File: src/rtl/uart_pkt_tx.sv
// rtl/uart_pkt_tx.sv - word FIFO feeding a byte-ordered UART serialiser (8 data, opt. even parity, 1 stop)
module uart_pkt_tx #(
    parameter int DATA_W       = 16,
    parameter int FIFO_DEPTH   = 4,
    parameter int CLKS_PER_BIT = 868,
    parameter int MSB_FIRST    = 1,
    parameter int PARITY_EN    = 0
) (
    input  logic                          clk,
    input  logic                          rst_n,
    input  logic [DATA_W-1:0]             data,
    input  logic                          valid,
    output logic                          ready,
    output logic                          uart_tx,
    output logic                          busy,
    output logic [$clog2(FIFO_DEPTH):0]   fifo_count
);

    localparam int BYTES  = DATA_W / 8;
    localparam int AW     = $clog2(FIFO_DEPTH);
    localparam int CW     = AW + 1;
    localparam int CNT_W  = $clog2(CLKS_PER_BIT);
    localparam int BIDX_W = (BYTES > 1) ? $clog2(BYTES) : 1;

    typedef enum logic [2:0] {
        S_IDLE, S_LOAD, S_START, S_DATA, S_PARITY, S_STOP
    } state_t;

    state_t              state_q, state_d;
    logic [DATA_W-1:0]   mem_q [FIFO_DEPTH];
    logic [AW-1:0]       wr_ptr_q, wr_ptr_d, rd_ptr_q, rd_ptr_d;
    logic [CW-1:0]       count_q, count_d;
    logic                ready_q, ready_d;
    logic [CNT_W-1:0]    cnt_q, cnt_d;
    logic [2:0]          bit_idx_q, bit_idx_d;
    logic [BIDX_W-1:0]   byte_idx_q, byte_idx_d, byte_sel;
    logic [DATA_W-1:0]   word_q, word_d;
    logic [7:0]          byte_q, byte_d;
    logic                tx_q, tx_d;
    logic                push, pop, bit_end, last_byte, fifo_nempty;

    assign push        = valid && ready_q;
    assign bit_end     = (cnt_q == CNT_W'(CLKS_PER_BIT - 1));
    assign last_byte   = (byte_idx_q == BIDX_W'(BYTES - 1));
    assign fifo_nempty = (count_q != '0);

    assign ready      = ready_q;
    assign uart_tx    = tx_q;
    assign fifo_count = count_q;
    assign busy       = (state_q != S_IDLE) || fifo_nempty;

    always_ff @(posedge clk) begin
        if (!rst_n) state_q <= S_IDLE;
        else        state_q <= state_d;
    end

    always_comb begin
        state_d = state_q;
        case (state_q)
            S_IDLE:   if (fifo_nempty) state_d = S_LOAD;
            S_LOAD:   state_d = S_START;
            S_START:  if (bit_end) state_d = S_DATA;
            S_DATA:   if (bit_end && bit_idx_q == 3'd7)
                          state_d = (PARITY_EN != 0) ? S_PARITY : S_STOP;
            S_PARITY: if (bit_end) state_d = S_STOP;
            S_STOP:   if (bit_end)
                          state_d = (!last_byte || fifo_nempty) ? S_LOAD : S_IDLE;
            default:  state_d = S_IDLE;
        endcase
    end

    // tx_d is registered, so the line lags the state by one cycle uniformly
    always_comb begin
        pop  = 1'b0;
        tx_d = 1'b1;
        case (state_q)
            S_IDLE:   pop  = fifo_nempty;
            S_START:  tx_d = 1'b0;
            S_DATA:   tx_d = byte_q[bit_idx_q];
            S_PARITY: tx_d = ^byte_q;
            S_STOP:   pop  = bit_end && last_byte && fifo_nempty;
            default:  ;
        endcase
    end

    always_comb begin
        wr_ptr_d = push ? wr_ptr_q + 1'b1 : wr_ptr_q;
        rd_ptr_d = pop  ? rd_ptr_q + 1'b1 : rd_ptr_q;
        count_d  = count_q;
        case ({push, pop})
            2'b10:   count_d = count_q + 1'b1;
            2'b01:   count_d = count_q - 1'b1;
            default: count_d = count_q;
        endcase
        ready_d = (count_d != CW'(FIFO_DEPTH));
    end

    always_ff @(posedge clk) begin
        if (push) mem_q[wr_ptr_q] <= data;
    end

    always_comb begin
        cnt_d = (bit_end || state_q == S_IDLE || state_q == S_LOAD) ? '0 : cnt_q + 1'b1;

        bit_idx_d = bit_idx_q;
        if (state_q == S_LOAD)
            bit_idx_d = '0;
        else if (state_q == S_DATA && bit_end)
            bit_idx_d = bit_idx_q + 1'b1;

        byte_idx_d = byte_idx_q;
        if (pop)
            byte_idx_d = '0;
        else if (state_q == S_STOP && bit_end && !last_byte)
            byte_idx_d = byte_idx_q + 1'b1;

        word_d = pop ? mem_q[rd_ptr_q] : word_q;

        byte_sel = (MSB_FIRST != 0) ? BIDX_W'(BYTES - 1) - byte_idx_q : byte_idx_q;
        byte_d   = byte_q;
        if (state_q == S_LOAD) begin
            for (int i = 0; i < BYTES; i++) begin
                if (byte_sel == BIDX_W'(i)) byte_d = word_q[i*8 +: 8];
            end
        end
    end

    always_ff @(posedge clk) begin
        if (!rst_n) begin
            wr_ptr_q   <= '0;
            rd_ptr_q   <= '0;
            count_q    <= '0;
            ready_q    <= 1'b0;
            cnt_q      <= '0;
            bit_idx_q  <= '0;
            byte_idx_q <= '0;
            word_q     <= '0;
            byte_q     <= '0;
            tx_q       <= 1'b1;
        end else begin
            wr_ptr_q   <= wr_ptr_d;
            rd_ptr_q   <= rd_ptr_d;
            count_q    <= count_d;
            ready_q    <= ready_d;
            cnt_q      <= cnt_d;
            bit_idx_q  <= bit_idx_d;
            byte_idx_q <= byte_idx_d;
            word_q     <= word_d;
            byte_q     <= byte_d;
            tx_q       <= tx_d;
        end
    end

endmodule

File: config.mk
export PLATFORM = sky130hd
export DESIGN_NAME = uart_pkt_tx
export DESIGN_NICKNAME = d
export VERILOG_FILES = /design/src/rtl/uart_pkt_tx.sv
export SDC_FILE = /design/constraint.sdc
export NUM_CORES = 1
export LEC_CHECK = 0
export CORE_MARGIN = 2
export CORE_UTILIZATION = 33
export DETAILED_ROUTE_END_ITERATION = 8
export GPL_TIMING_DRIVEN = 0
export PLACE_DENSITY = 0.5
export SLEW_MARGIN = 20
export SYNTH_ARGS = -nofsm -noshare
export SYNTH_HDL_FRONTEND = slang
export SYNTH_SLANG_ARGS = --single-unit
File: constraint.sdc
create_clock -name clk -period 3.4 [get_ports clk]
set_clock_uncertainty 0.1 [all_clocks]
set_input_delay 0.51 -clock clk [delete_from_list [all_inputs] [get_ports clk]]
set_output_delay 0.51 -clock clk [all_outputs]
set_load 0.02 [all_outputs]
## Word level (Yosys, flattened, before mapping)

Memories as Yosys holds them, arrays and structs flattened. A register that Yosys moved wholly into a read port is not among the register bits.
Cells that the tools add are included.

- Add/sub/neg operators: 8
- Multipliers: 0
- Div/mod/pow operators: 0
- Order comparisons: 1
- Equal/unequal tests: 15
- Shifts and indexed selects: 0
- Multiplexer cells: 15
- Bitwise gates (word level): 1
- Reductions and logical operators: 21

Operator list:

| operator | number |
|---|---|
| $pmux 3 s6 | 1 |
| $mux 3 | 5 |
| $add 10x1->10 const B | 1 |
| $eq 10x10->1 const B | 1 |
| $ne 2x2->1 const B | 5 |
| $eq 3x3->1 const B | 3 |
| $mux 8 | 1 |
| $reduce_xor 8->1 | 1 |
| $logic_and 1x1->1 | 7 |
| $add 3x1->3 const B | 2 |
| $eq 3x2->1 const B | 2 |
| $pmux 3 s2 | 1 |
| $reduce_bool 3->1 | 2 |
| $reduce_or 2->1 | 3 |
| $reduce_and 5->1 | 1 |
| $add 2x1->2 const B | 2 |
| $logic_or 1x1->1 | 4 |
| $lt 3x4->1 const B | 1 |
| $mux 1 | 4 |
| $bmux 1 s3 | 1 |
| $eq 3x1->1 const B | 1 |
| $logic_not 3->1 | 1 |
| $ne 3x3->1 const B | 1 |
| $pmux 1 s3 | 1 |
| other kinds (8) | 9 |

- Register bits: 34
- Latch bits: 0
- Memory bits (writable): 64
- Bits in read-only memories: 0
- Output and inout port bits: 6
- Memories kept: 1

Memories:

| memory | depth | width | rd ports | clocked after memory_dff | wr ports | RTL line | text |
|---|---|---|---|---|---|---|---|
| mem_q | 4 | 16 | 1 | 1 | 1 | 30 | `logic [DATA_W-1:0] mem_q [FIFO_DEPTH];` |

## Longest topological paths before layout

- Depth in word-level cells: 7
- Mapped depth: 13
- Gate-level depth less buffers: 12

## Worst setup path after synthesis

No wires, ideal clock.

- Kind: reg2reg
- Start point: reg cnt_q[0]
- End point: reg ready_q, in the netlist ready
- Setup time: 115 ps
- Arrival: 2,501 ps
- Setup slack: 684 ps
- Stages on the path, launching flop included: 13
- Clock period less this slack: 2,716 ps
- Cells stage by stage: dfxtp_1 ha_1 and4bb_1 nand4_2 a21o_1 buf_6 inv_1 ha_1 inv_1 fa_1 nand2b_1 mux2_2 o21a_1

- Word-level cells in the longest chain between the ends: 7

RTL lines:

| item | RTL line | text |
|---|---|---|
| start: declaration | 34 | `logic [CNT_W-1:0] cnt_q, cnt_d;` |
| start signal: assignment | 145 | `cnt_q <= cnt_d;` |
| $eq 10x10->1 * | 43 | `assign bit_end = (cnt_q == CNT_W'(CLKS_PER_BIT - 1));` |
| $logic_and 1x1->1 * (2 in series) | 81 | `S_STOP: pop = bit_end && last_byte && fifo_nempty;` |
| $pmux 1 s2 * | 76 | `case (state_q)` |
| named net pop | 40 | `logic push, pop, bit_end, last_byte, fifo_nempty;` |
| $eq 2x1->1 or $eq 2x2->1 (tied branches) | 90 | `case ({push, pop})` |
| $pmux 3 s2 * | 90 |  |
| $ne 3x3->1 * | 95 | `ready_d = (count_d != CW'(FIFO_DEPTH));` |
| end signal: assignment | 144 | `ready_q <= ready_d;` |
| end: declaration | 33 | `logic ready_q, ready_d;` |

Mark *: on every way through the listed nets, which the timed path passes. The rest lies on a longest branch.
A chain may end at the register's enable or synchronous reset.

## Worst setup path in the final report

Same ends and word-level chain as after synthesis.

==> reports/results.ini <==
[floorplanning]
dieArea_um2 = 15300
core-area_um2 = 13900
start_util = 0.340
die_x_um = 124
die_y_um = 124
row_count = 43
ioPinCount = 25

[grt]
grt_first_pass_wirelength_um = 14600
grt_start_max_net_pins = 17
gr-usage-met1 = 0.162
grt.total_usage = 0.133
met2_usage = 0.208
grt-ovfl-total = 0
grt_util_met3 = 0.0467
antenna_found_initial = 0
grt_most_used_layer = met2
grt_pass1_vias = 2893

[worst_setup_path]
path_max_fanout = 8
rr_worst_depth = 12
timing.rr.end = ready
cp_data_required_time_ns = 3.60
critPathKind = reg -> reg
r2r_setup_slack_ns = 0.41
rr_startpoint = cnt_q[0]
arrival_ns = 3.19
cp-start-kind = flop
end_kind = flop

[hold_path]
hold_start = word_q[9]
worstHoldPathCells = 2
hold_path_class = reg -> reg
worstHoldEndpoint = word_q[9]

[power]
p_leak_nw = 2.03
power.density_nw_per_um2 = 814
peakVddDrop_mv = 0.452

[place]
finalWeightedCongestion = 0.753
dp_hpwl_um = 5950
placed_cell_area_um2 = 5190
port_buffers = 23

[clocking]
ctsResizeCount = 0
h-tree-depth = 4
cts_tree = built
numCtsBuffers = 17
cts.sink_count = 114
clockRootBuffer = clkbuf_16
cts_post_setup_buffers_inserted = 0
insertion_delay_ns = 0.41
ctsHoldBuffers = 0
clk_pin_slew_worst_paths_ns = 0.05
clock_tree.buffer_depth = 2

[layout]
fill_cells = 1308
syn2layout_area_growth_pct = 22.3
final_cell_mix = edfxtp_1 (64), dfxtp_1 (50), nand2_1 (43)
layout.nets = 419
num_antenna_cells = 0
drive_above_1_share = 0.158
post-route-util = 0.415
mostFrequentLayoutCell = edfxtp_1
stdcell_area_um2 = 5790

[logic_synthesis]
synthAdderAreaFrac = 0.0254
netlist_top_cells_area = edfxtp_1 (41%), dfxtp_1 (21%), mux4_2 (8.6%)
synth_edf_count = 64
yosysTopAreaCellShare = 0.406
ys_warn_count = 0
seq_area_frac_synth = 0.618
synth_largest_area_cell = edfxtp_1
syn_area_um2 = 4730
synthDistinctLibCells = 46
ys_ff_latch = 114
ys.flop_type = edfxtp_1
syn-instance-count = 349
synth_top_family_by_area = multiplexers
yosys.area_share.simple = 0.110
synth_compound_area_frac = 0.0410
async_flop_share = 0
syn_nets = 377
syn_avg_cell_area_um2 = 13.6
synth_xor_area_frac = 0.0352
muxShareOfSynthArea = 0.143

[routing]
wl_per_cell_um = 15.4
vias = 2806
viasPerCell = 4.80
ant_nets = 0
first_pass_iters = 5
wirelength_um = 8990
drt-initial-drc-count = 175
drc = 0

[timing]
setup_viol = 0
hold_viol_final = 0
rsz0062_at_grt = false
worst_pin_slew_ns = 0.996
min_period_over_period = 0.880
drv_slew = 0
slew_headroom = 0.336
clock.fmax_mhz = 334
period_minus_slack_ns = 2.99
fin_setup_tns_ns = 0

[flow_run]
drv_cap = 0

[status]
status = finished, final reports clean

==> power breakdown <==
part / internal, mW / total [mW] / switching (mW)
Clock: 1.14 / 1.75 / 0.612
Sequential: 1.68 / 1.81 / 0.134
Combinational: 0.566 / 1.15 / 0.583
Total: 3.38 / 4.71 / 1.33
==> cell families (layout without fill, tap and decap cells) <==
| logic type | Yosys count | after routing |
|---|---|---|
| adder cells (fa/ha/maj) | 9 | 9 |
| multiplexers | 45 | 45 |
| flip-flops | 114 | 114 |
| AND/OR/NAND/NOR | 108 | 108 |
| buffers and inverters | 26 | 81 |
| XOR/XNOR | 19 | 19 |
| AO/OA/AOI/OAI | 28 | 28 |
==> worst max-delay path: stages (launching register included) <==
cell	delay (ns)
dfxtp_1	0.37
ha_1	0.22
and4bb_1	0.29
nand4_2	0.16
a21o_1	0.22
buf_6	0.14
inv_1	0.15
ha_1	0.21
inv_1	0.06
fa_1	0.48
nand2b_1	0.06
mux2_2	0.26
o21a_1	0.17
==> flip-flops by register name, summed over array words and instances (netlist names), 2 cells and up <==
name / count
mem_q: 64
cnt_q: 10
fifo_count: 3
byte_q: 8
rd_ptr_q: 2
wr_ptr_q: 2
state_q: 3
word_q: 16
bit_idx_q: 3
==> cells in the mapped netlist (2+ instances only) <==
cell type  number
edfxtp_1       64
dfxtp_1        50
nand2_1        43
nor2_1         26
mux2i_1        25
mux4_2         18
xnor2_1        15
a211oi_1        9
inv_1           9
nand3_1         9
ha_1            8
clkbuf_1        7
a21oi_1         6
and3_1          6
nor3_1          4
o21ai_0         4
xor2_1          4
buf_2           3
buf_6           3
nand2b_1        3
nor4_1          3
a2111oi_0       2
mux2_2          2
nand4_1         2
nor2b_1         2
o211ai_1        2
==> through the flow <==
| step | hold slack [ns] | setup slack [ns] | cells | power, mW |
|---|---|---|---|---|
| 6_report | 0.360 | 0.408 | 584 | 4.71 |
| 5_1_grt | 0.384 | 0.233 | 584 | 4.97 |
| 4_1_cts | 0.363 | 0.396 | 584 | 4.78 |
| 3_5_place_dp | 0.353 | 0.414 | 552 | 3.01 |
| 3_3_place_gp | 0.349 | 0.431 | 552 | 2.99 |
| 2_1_floorplan | 0.330 | 0.684 | 349 | 2.69 |
==> worst max path at each step <==
stage	start	cells after the start	end
final	cnt_q[0]	12	ready
after global routing	cnt_q[0]	12	ready
after CTS	cnt_q[0]	12	ready
after detailed placement	cnt_q[0]	12	ready
after global placement	cnt_q[0]	12	ready
after floorplan	cnt_q[0]	12	ready
==> area by class of cell <==
class,instances,area [um^2],share of cell area
clock inverters,12,131,0.0227
clock buffers,20,468,0.0809
well taps,180,225,0.0389
inverters,10,37.5,0.00649
plain buffers,16,91.3,0.0158
repair buffers,23,230,0.0398
flip-flops and latches,114,2920,0.505
multi-input cells,209,1680,0.290
==> metal layers <==
| metal | wire, um | share of wire | vias to the layer above |
|---|---|---|---|
| li1 | - | - | 1375 |
| met1 | 4150 | 0.46 | 1378 |
| met2 | 4370 | 0.49 | 47 |
| met3 | 363 | 0.040 | 6 |
| met4 | 110 | 0.012 | 0 |
| met5 | 0 | 0 | - |
Note: power is estimated with default switching activity, not from simulation.
